<file path="src/rtl/sdram_rom_loader.sv">
// sdram_rom_loader: packs ioctl bytes into words and feeds the SDRAM ROM port.
// Optional running sum of issued words: SDRAM_ROM_LOADER_CHECKSUM_EN.
module sdram_rom_loader #(
    parameter int FIFO_DEPTH = 4,
    parameter int ADDR_W     = 24
) (
    input  logic              clk,
    input  logic              init_n,
    input  logic              ioctl_download,
    input  logic              ioctl_wr,
    input  logic [ADDR_W-1:0] ioctl_addr,
    input  logic [7:0]        ioctl_dout,
    output logic              ioctl_wait,
    output logic [ADDR_W-2:0] rom_addr,
    output logic [15:0]       rom_din,
    output logic              rom_we,
    output logic              rom_req,
    input  logic              rom_req_ack,
    output logic              done,
    output logic              overflow,
    output logic [15:0]       checksum
);
    localparam int PW = $clog2(FIFO_DEPTH);
    localparam int CW = PW + 1;
    localparam logic [CW-1:0] FULL = CW'(FIFO_DEPTH);
    localparam logic [CW-1:0] HIGH = CW'(FIFO_DEPTH - 1);

    typedef enum logic [1:0] {
        SYNC,
        IDLE,
        WAIT
    } state_t;

    state_t r_state;
    state_t w_state_nxt;

    logic              r_dl_q;
    logic              w_dl_rise;
    logic              w_dl_fall;
    logic              w_wr;
    logic              r_pend_v;
    logic [7:0]        r_pend_b;
    logic [ADDR_W-2:0] r_pend_a;
    logic [ADDR_W-2:0] w_wr_a;
    logic              w_match;
    logic [15:0]       r_mem_d [FIFO_DEPTH];
    logic [ADDR_W-2:0] r_mem_a [FIFO_DEPTH];
    logic [PW-1:0]     r_wp;
    logic [PW-1:0]     r_rp;
    logic [CW-1:0]     r_cnt;
    logic [CW-1:0]     w_cnt_nxt;
    logic              w_push;
    logic              w_push_ok;
    logic [15:0]       w_push_d;
    logic [ADDR_W-2:0] w_push_a;
    logic              w_pop;
    logic              w_full;
    logic              w_empty;
    logic              r_armed;
    logic              w_fin;

    assign w_dl_rise = ioctl_download & ~r_dl_q;
    assign w_dl_fall = ~ioctl_download & r_dl_q;
    assign w_wr      = ioctl_wr & ioctl_download;
    assign w_wr_a    = ioctl_addr[ADDR_W-1:1];
    assign w_match   = r_pend_v && (r_pend_a == w_wr_a);
    assign w_full    = (r_cnt == FULL);
    assign w_empty   = (r_cnt == '0);
    assign w_push_ok = w_push & ~w_full;
    assign w_fin     = r_armed & ~ioctl_download & ~r_pend_v
                     & w_empty & (r_state == IDLE);

    // An even byte arriving over a pending one flushes the old low byte.
    always_comb begin
        w_push   = 1'b0;
        w_push_d = '0;
        w_push_a = '0;
        if (w_wr) begin
            if (!ioctl_addr[0]) begin
                if (r_pend_v) begin
                    w_push   = 1'b1;
                    w_push_d = {8'h00, r_pend_b};
                    w_push_a = r_pend_a;
                end
            end else begin
                w_push   = 1'b1;
                w_push_a = w_wr_a;
                w_push_d = w_match ? {ioctl_dout, r_pend_b}
                                   : {ioctl_dout, 8'h00};
            end
        end else if (w_dl_fall && r_pend_v) begin
            w_push   = 1'b1;
            w_push_d = {8'h00, r_pend_b};
            w_push_a = r_pend_a;
        end
    end

    always_comb begin
        w_cnt_nxt = r_cnt;
        if (w_push_ok && !w_pop) begin
            w_cnt_nxt = r_cnt + CW'(1);
        end else if (!w_push_ok && w_pop) begin
            w_cnt_nxt = r_cnt - CW'(1);
        end
    end

    always_comb begin
        w_state_nxt = r_state;
        w_pop       = 1'b0;
        unique case (r_state)
            SYNC: w_state_nxt = IDLE;
            IDLE: begin
                if (!w_empty) begin
                    w_pop       = 1'b1;
                    w_state_nxt = WAIT;
                end
            end
            WAIT: begin
                if (rom_req == rom_req_ack) begin
                    w_state_nxt = IDLE;
                end
            end
            default: w_state_nxt = SYNC;
        endcase
    end

    always_ff @(posedge clk or negedge init_n) begin
        if (!init_n) begin
            r_state <= SYNC;
        end else begin
            r_state <= w_state_nxt;
        end
    end

    always_ff @(posedge clk) begin
        if (w_push_ok) begin
            r_mem_d[r_wp] <= w_push_d;
            r_mem_a[r_wp] <= w_push_a;
        end
    end

    always_ff @(posedge clk or negedge init_n) begin
        if (!init_n) begin
            r_dl_q     <= 1'b0;
            r_pend_v   <= 1'b0;
            r_pend_b   <= '0;
            r_pend_a   <= '0;
            r_wp       <= '0;
            r_rp       <= '0;
            r_cnt      <= '0;
            ioctl_wait <= 1'b0;
            overflow   <= 1'b0;
            r_armed    <= 1'b0;
        end else begin
            r_dl_q     <= ioctl_download;
            r_cnt      <= w_cnt_nxt;
            ioctl_wait <= (w_cnt_nxt >= HIGH);
            if (w_push_ok) begin
                r_wp <= r_wp + PW'(1);
            end
            if (w_pop) begin
                r_rp <= r_rp + PW'(1);
            end
            if (w_push && w_full) begin
                overflow <= 1'b1;
            end
            if (w_wr) begin
                if (!ioctl_addr[0]) begin
                    r_pend_v <= 1'b1;
                    r_pend_b <= ioctl_dout;
                    r_pend_a <= w_wr_a;
                end else if (w_match) begin
                    r_pend_v <= 1'b0;
                end
            end else if (w_dl_fall) begin
                r_pend_v <= 1'b0;
            end
            if (w_dl_rise) begin
                r_armed <= 1'b0;
            end else if (w_dl_fall) begin
                r_armed <= 1'b1;
            end else if (w_fin) begin
                r_armed <= 1'b0;
            end
        end
    end

    // SYNC adopts the controller's ack parity so a stale ack is not a request.
    always_ff @(posedge clk or negedge init_n) begin
        if (!init_n) begin
            rom_addr <= '0;
            rom_din  <= '0;
            rom_we   <= 1'b0;
            rom_req  <= 1'b0;
            done     <= 1'b0;
        end else begin
            done <= w_fin;
            if (r_state == SYNC) begin
                rom_req <= rom_req_ack;
            end
            if (w_pop) begin
                rom_addr <= r_mem_a[r_rp];
                rom_din  <= r_mem_d[r_rp];
                rom_we   <= 1'b1;
                rom_req  <= ~rom_req;
            end else if (w_fin) begin
                rom_we <= 1'b0;
            end
        end
    end

`ifdef SDRAM_ROM_LOADER_CHECKSUM_EN
    logic [15:0] r_csum;

    always_ff @(posedge clk or negedge init_n) begin
        if (!init_n) begin
            r_csum <= '0;
        end else if (w_dl_rise) begin
            r_csum <= w_pop ? r_mem_d[r_rp] : 16'h0000;
        end else if (w_pop) begin
            r_csum <= r_csum + r_mem_d[r_rp];
        end
    end

    assign checksum = r_csum;
`else
    assign checksum = 16'h0000;
`endif

endmodule

</file>
<file path="config.mk">
export PLATFORM = sky130hd
export DESIGN_NAME = sdram_rom_loader
export DESIGN_NICKNAME = d
export VERILOG_FILES = /design/src/rtl/sdram_rom_loader.sv
export SDC_FILE = /design/constraint.sdc
export NUM_CORES = 1
export LEC_CHECK = 0
export CELL_PAD_IN_SITES_DETAIL_PLACEMENT = 1
export CELL_PAD_IN_SITES_GLOBAL_PLACEMENT = 2
export CORE_ASPECT_RATIO = 0.9
export CORE_MARGIN = 3
export CORE_UTILIZATION = 42
export DETAILED_ROUTE_END_ITERATION = 6
export PLACE_DENSITY_LB_ADDON = 0.12
export SLEW_MARGIN = 30
export SYNTH_ARGS = -nofsm -noshare
export SYNTH_HDL_FRONTEND = slang
export SYNTH_SLANG_ARGS = --single-unit
export TNS_END_PERCENT = 5
</file>
<file path="constraint.sdc">
create_clock -name clk -period 3.5 [get_ports clk]
set_input_delay 0.875 -clock clk [delete_from_list [all_inputs] [get_ports clk]]
set_output_delay 0.875 -clock clk [all_outputs]
set_load 0.02 [all_outputs]
</file>
==> results_dict.tcl, run 1 <==
set metrics [dict create \
    antenna_cells 0 \
    die_h_um 153 \
    max-vdd-ir-drop_uv 396 \
    antenna_found_initial 0 \
    start_kind "primary input" \
    p_clk_share_pct 27.4 \
    htree_num_levels 1 \
    grt_max_degree 48 \
    core.rowCount 53 \
    cts-root-buf "clkbuf_16" \
    fmax_mhz 336 \
    drc 0 \
    synthTopCellsByArea "edfxtp_1 (47%), dfrtp_1 (22%), mux4_2 (8.8%)" \
    postCtsSetupBuffers 0 \
    p_comb_share_pct 30.3 \
    maxCapViolations 0 \
    grt_overflow_total 0 \
    synthToLayoutAreaGrowth_pct 20.1 \
    pwr-share-seq_pct 42.3 \
    path_buf_inv 3 \
    drive_gt1_share_pct 22.9 \
    path_cells "clkdlybuf4s50_1 -> inv_1 -> ha_1 -> a21oi_1 -> o22ai_1 -> and2_2 -> buf_4" \
    hold_viol 0 \
    worstPathArrival_ns 3.15 \
    clk_pin_slew_ns 0.06 \
    ys_seq_area_share_pct 68.4 \
    dr.pass1.iters 4 \
    ctsHoldBuffers 0 \
    clock-skew-final_ns 0.0116 \
    synth_area_mm2 0.0100 \
    dp_hpwl_um 14200 \
    crit_type "in -> reg" \
    cts_sinks 243 \
    r2r_slack_ns 0.79 \
    grt_pass1_wl_um 34500 \
    num_vias 5283 \
    synth_edf_count 156 \
    ys_types 43 \
    stdcell_area_mm2 0.0120 \
    fin_nets 739 \
    place_ws_ns -0.0328 \
    drt_iter0_drc 356 \
    io_buffers 80 \
    p_per_area_mw_per_mm2 807 \
    grt_pass1_vias 5895 \
    critPathMaxFanout 23 \
    ioPinCount 97 \
    start_util_pct 42.9 \
    cp_data_required_time_ns 3.67 \
    ys.flop_type "edfxtp_1" \
    intPower_w 0.00683 \
    timing.slew.headroom_pct 42.1 \
    async_reset_ff_share_pct 35.8 \
    ant_nets 0 \
    fin_ws_ns 0.520 \
    fillers 2212 \
    yosys_warnings 0 \
    ys_ff_latch 243 \
    die-width_um 169 \
    synth_cells 594 \
    maxSlewViolCount 0 \
    switchingPower_w 0.00289 \
    rsz0062_at_grt "no" \
    crit_family "buffers and inverters" \
    insertion_delay_ns 0.52 \
    place.gp.congestion 0.765 \
    clock_path_buffers 3 \
    setup_viol 0 \
    p_sw_share_pct 29.7 \
    yosysTopAreaCell "edfxtp_1" \
    status "finished, final reports clean" \
    drt-total-wl_um 21800 \
    period_share_pct 85.2 \
    endpoint_kind "flip-flop" \
    cts_buffers 27 \
    syn_area_per_cell_um2 16.9 \
    tightest_slew_ns 0.868 \
    critPathSlowestCell "o22ai_1" \
    die_area_mm2 0.0258 \
    cts_resized 0 \
    hp-class "in -> async" \
    synth_top_area_share_pct 46.7 \
    grt_usage_pct 17.2 \
    dpl-instance-area_mm2 0.0112 \
    wire_per_inst_um 21.5 \
    core-area_mm2 0.0234 \
    crit_path_max_incr_delay_ns 0.68 \
    leakagePower_nw 4.42 \
    vias_per_cell 5.20 \
    min_period_ns 2.98 \
    cts_tree "yes" \
    tns_ns 0 \
]
[path summary, 6_finish.rpt]
kind                                  end  cells after the start           start
min reg2reg                      overflow                      1        overflow
max reg2reg                r_mem_a[3][11]                      6        r_cnt[0]
max in group asynchronous         r_wp[0]                      2          init_n
min in group clk                 overflow                      1        overflow
min                           rom_din[14]                      1          init_n
max                        r_mem_a[3][11]                      7  ioctl_download
[final cells by class]
class                   count  area, um2  share of cell area (%)
flip-flops and latches    243       6870                    57.0
repair buffers             98        958                    7.96
multi-input cells         314       2960                    24.6
inverters                   9       33.8                   0.280
clock inverters             4       23.8                   0.197
clock buffers              45        823                    6.84
well taps                 302        378                    3.14
[cells by family after synthesis]
group                    share of synthesized area, %
XOR/XNOR                                         2.61
other                                          0.0374
AND/OR/NAND/NOR                                  5.33
AO/OA/AOI/OAI                                    2.67
buffers and inverters                            2.71
adder cells (fa/ha/maj)                          1.32
flip-flops                                       68.4
multiplexers                                     16.9
[layout by cell type (no fill, tap or decap), types with 2 or more instances in the layout]
master and n:
a21oi_1 6, and2_1 18, and2_2 5, and3_1 2, buf_12 2, buf_4 17, clkbuf_1 10, clkbuf_16 27
clkbuf_8 8, clkdlybuf4s50_1 79, clkinv_2 3, conb_1 16, dfrtp_1 85, edfxtp_1 156, ha_1 9, inv_1 9
maj3_1 2, mux2_1 21, mux2_2 50, mux2i_1 2, mux4_2 39, nand2_1 54, nand2b_1 3, nand3_1 2
nand4_1 2, nor2_1 5, nor2b_1 2, nor4_2 4, o21ai_0 3, o21ai_1 26, xnor2_1 9, xor2_1 19
[state kept, by name (all words and copies together) (netlist names)]
name,count
r_mem_a,92
r_mem_d,64
r_pend_a,23
rom_addr,23
rom_din,16
r_pend_b,8
r_cnt,3
r_rp,2
r_state,2
r_wp,2
done,1
ioctl_wait,1
overflow,1
r_armed,1
r_dl_q,1
r_pend_v,1
rom_req,1
rom_we,1
[power by group through the flow]
| stage | Combinational [W] | Clock, W | Sequential, W |
|---|---|---|---|
| finish | 0.00294 | 0.00266 | 0.00411 |
| global route | 0.00318 | 0.00288 | 0.00421 |
| CTS | 0.00301 | 0.00274 | 0.00414 |
| detailed placement | 0.00300 | 0 | 0.00419 |
| global placement | 0.00295 | 0 | 0.00415 |
| floorplan | 0.00174 | 0 | 0.00426 |
[synth_stat cells (2+ instances only)]
library cell / number
maj3_1: 2
nand2b_1: 3
nand3_1: 2
dfrtp_1: 87
mux2_1: 21
edfxtp_1: 156
ha_1: 9
and3_1: 2
nor2b_1: 2
clkbuf_1: 12
nor4_2: 4
nand2_1: 54
buf_4: 16
mux4_2: 39
inv_1: 9
o21ai_1: 26
xnor2_1: 9
nor2_1: 5
o21ai_0: 3
a21oi_1: 6
buf_1: 2
buf_2: 13
and2_1: 23
xor2_1: 19
nand4_1: 2
mux2i_1: 2
mux2_2: 50
[layer usage]
metal / global-route usage, % / vias up / share of wire (%)
li1: - / 2373 / -
met1: 24.2 / 2769 / 44
met3: 3.27 / 26 / 4.6
met4: 3.23 / 0 / 1.6
met2: 28.3 / 115 / 50
met5: 0 / - / 0
[stage by stage]
step	instances	hold slack, ns	util [%]	power [W]
after floorplan	609	0.456	-	0.00600
after global placement	966	0.460	47.8	0.00710
after detailed placement	966	0.465	47.8	0.00719
after CTS	1015	0.407	51.5	0.00989
after global routing	1015	0.443	51.5	0.0103
final	1015	0.404	51.5	0.00972
Power figures use the tool's default switching activity.
==> run 2: changes to the inputs <==
CORE_UTILIZATION = 45   (was 42)
clock period = 3.6 ns   (was 3.5 ns; I/O delays follow)
==> results_dict.tcl, run 2 (synthesis gave the netlist of run 1 again) <==
set metrics [dict create \
    status "finished, final reports clean" \
    critPathSlowestCell "clkdlybuf4s50_1" \
    fillers 2011 \
    rsz0062_at_grt "no" \
    clock-skew-final_ns 0.0148 \
    cp_data_required_time_ns 3.98 \
    io_buffers 80 \
    ctsHoldBuffers 0 \
    place.gp.congestion 0.750 \
    antenna_cells 0 \
    postCtsSetupBuffers 0 \
    drive_gt1_share_pct 21.8 \
    cts_tree "yes" \
    num_vias 5235 \
    grt_overflow_total 0 \
    core.rowCount 51 \
    fin_nets 732 \
    hold_viol 0 \
    drc 0 \
    vias_per_cell 5.26 \
    grt_pass1_wl_um 34400 \
    period_share_pct 76.8 \
    max-vdd-ir-drop_uv 330 \
    antenna_found_initial 0 \
    largest_reg_flops 92 \
    fmax_mhz 362 \
    met1_usage_pct 26.9 \
    place_ws_ns 0.312 \
    wire_per_inst_um 21.8 \
    cts_sinks 243 \
    multi_input_area_mm2 0.00297 \
    worstPathArrival_ns 3.14 \
    setup_viol 0 \
    htree_num_levels 1 \
    critPathMaxFanout 8 \
    start_kind "primary input" \
    dpl-instance-area_mm2 0.0112 \
    fin_ws_ns 0.835 \
    dp_cells 949 \
    synthToLayoutAreaGrowth_pct 19.7 \
    use_met2_pct 31.1 \
    hp-class "in -> async" \
    stdcell_area_mm2 0.0120 \
    grt_pass1_vias 5764 \
    insertion_delay_ns 0.52 \
    tns_ns 0 \
    top_usage_layer "met2" \
    maxSlewViolCount 0 \
    dp_hpwl_um 13900 \
    die-width_um 163 \
    drt_iter0_drc 337 \
    maxCapViolations 0 \
    core-area_mm2 0.0218 \
    clk_pin_slew_ns 0.06 \
    reg.largest.list "r_mem_a (92), r_mem_d (64)" \
    endpoint_kind "flip-flop" \
    grt_max_degree 49 \
    tightest_slew_ns 0.930 \
    clock_path_buffers 3 \
    cts-root-buf "clkbuf_16" \
    die_area_mm2 0.0241 \
    min_period_ns 2.77 \
    drt-total-wl_um 21700 \
    ant_nets 0 \
    crit_type "in -> reg" \
    final_common_cell "edfxtp_1" \
    cts_resized 0 \
    grt_usage_pct 18.8 \
    timing.slew.headroom_pct 38.0 \
    seqCellArea_mm2 0.00686 \
    ioPinCount 97 \
    p_per_area_mw_per_mm2 791 \
    layout_common_cells "edfxtp_1 (156), dfrtp_1 (86), clkdlybuf4s50_1 (79)" \
    start_util_pct 46.1 \
    crit_path_max_incr_delay_ns 0.61 \
    top_register "r_mem_a" \
    hold_slack_ns 0.378 \
    cts_buffers 26 \
    die_h_um 148 \
    grt_use_met3_pct 2.49 \
    fin_cells 996 \
    path_cells "clkdlybuf4s50_1 -> inv_1 -> ha_1 -> a21oi_1 -> o22ai_1 -> buf_4 -> and3_1 -> a211oi_1 -> o21bai_1" \
    dr.pass1.iters 7 \
    leakagePower_nw 4.39 \
]
run 2: through the flow:
stage          utilization, %  power, W
3_5_place_dp             51.3   0.00701
6_report                 55.2   0.00950
4_1_cts                  55.2   0.00965
3_3_place_gp             51.3   0.00692
2_1_floorplan               -   0.00583
5_1_grt                  55.2    0.0100
run 2: final cells by class:
cell class / count / area share (%)
Clock buffer: 36 / 6.16
Clock inverter: 11 / 0.875
Inverter: 9 / 0.281
Multi-Input combinational cell: 314 / 24.7
Sequential cell: 243 / 57.1
Tap cell: 291 / 3.03
Timing Repair Buffer: 92 / 7.81
run 2: final timing paths:
check | start | end | slack [ns] | cells after the start
max in group asynchronous | init_n | r_rp[0] | 2.52 | 2
setup reg to reg | r_cnt[0] | ioctl_wait | 1.20 | 7
min in group clk | overflow | overflow | 0.46 | 1
setup / recovery | ioctl_download | ioctl_wait | 0.83 | 9
hold reg to reg | overflow | overflow | 0.46 | 1
hold / removal | init_n | rom_addr[3] | 0.38 | 1
run 2: power by group:
part           internal, W  switching (W)  total [W]
logic              0.00153        0.00147    0.00300
registers          0.00357       0.000325    0.00390
clock network      0.00157        0.00104    0.00261
run 2: critical path: cells and delay by family:
kind / cells / cell delay (ns)
and+or+nand+nor: 1 / 0.19
buffers and inverters: 3 / 0.94
adders and majority gates: 1 / 0.22
AOI/OAI and AO/OA: 4 / 0.87
run 2: metal layers:
| metal | wire length [um] | vias to the layer above |
|---|---|---|
| met2 | 10700 | 112 |
| met5 | 0 | - |
| li1 | - | 2365 |
| met3 | 869 | 29 |
| met1 | 9770 | 2729 |
| met4 | 366 | 0 |
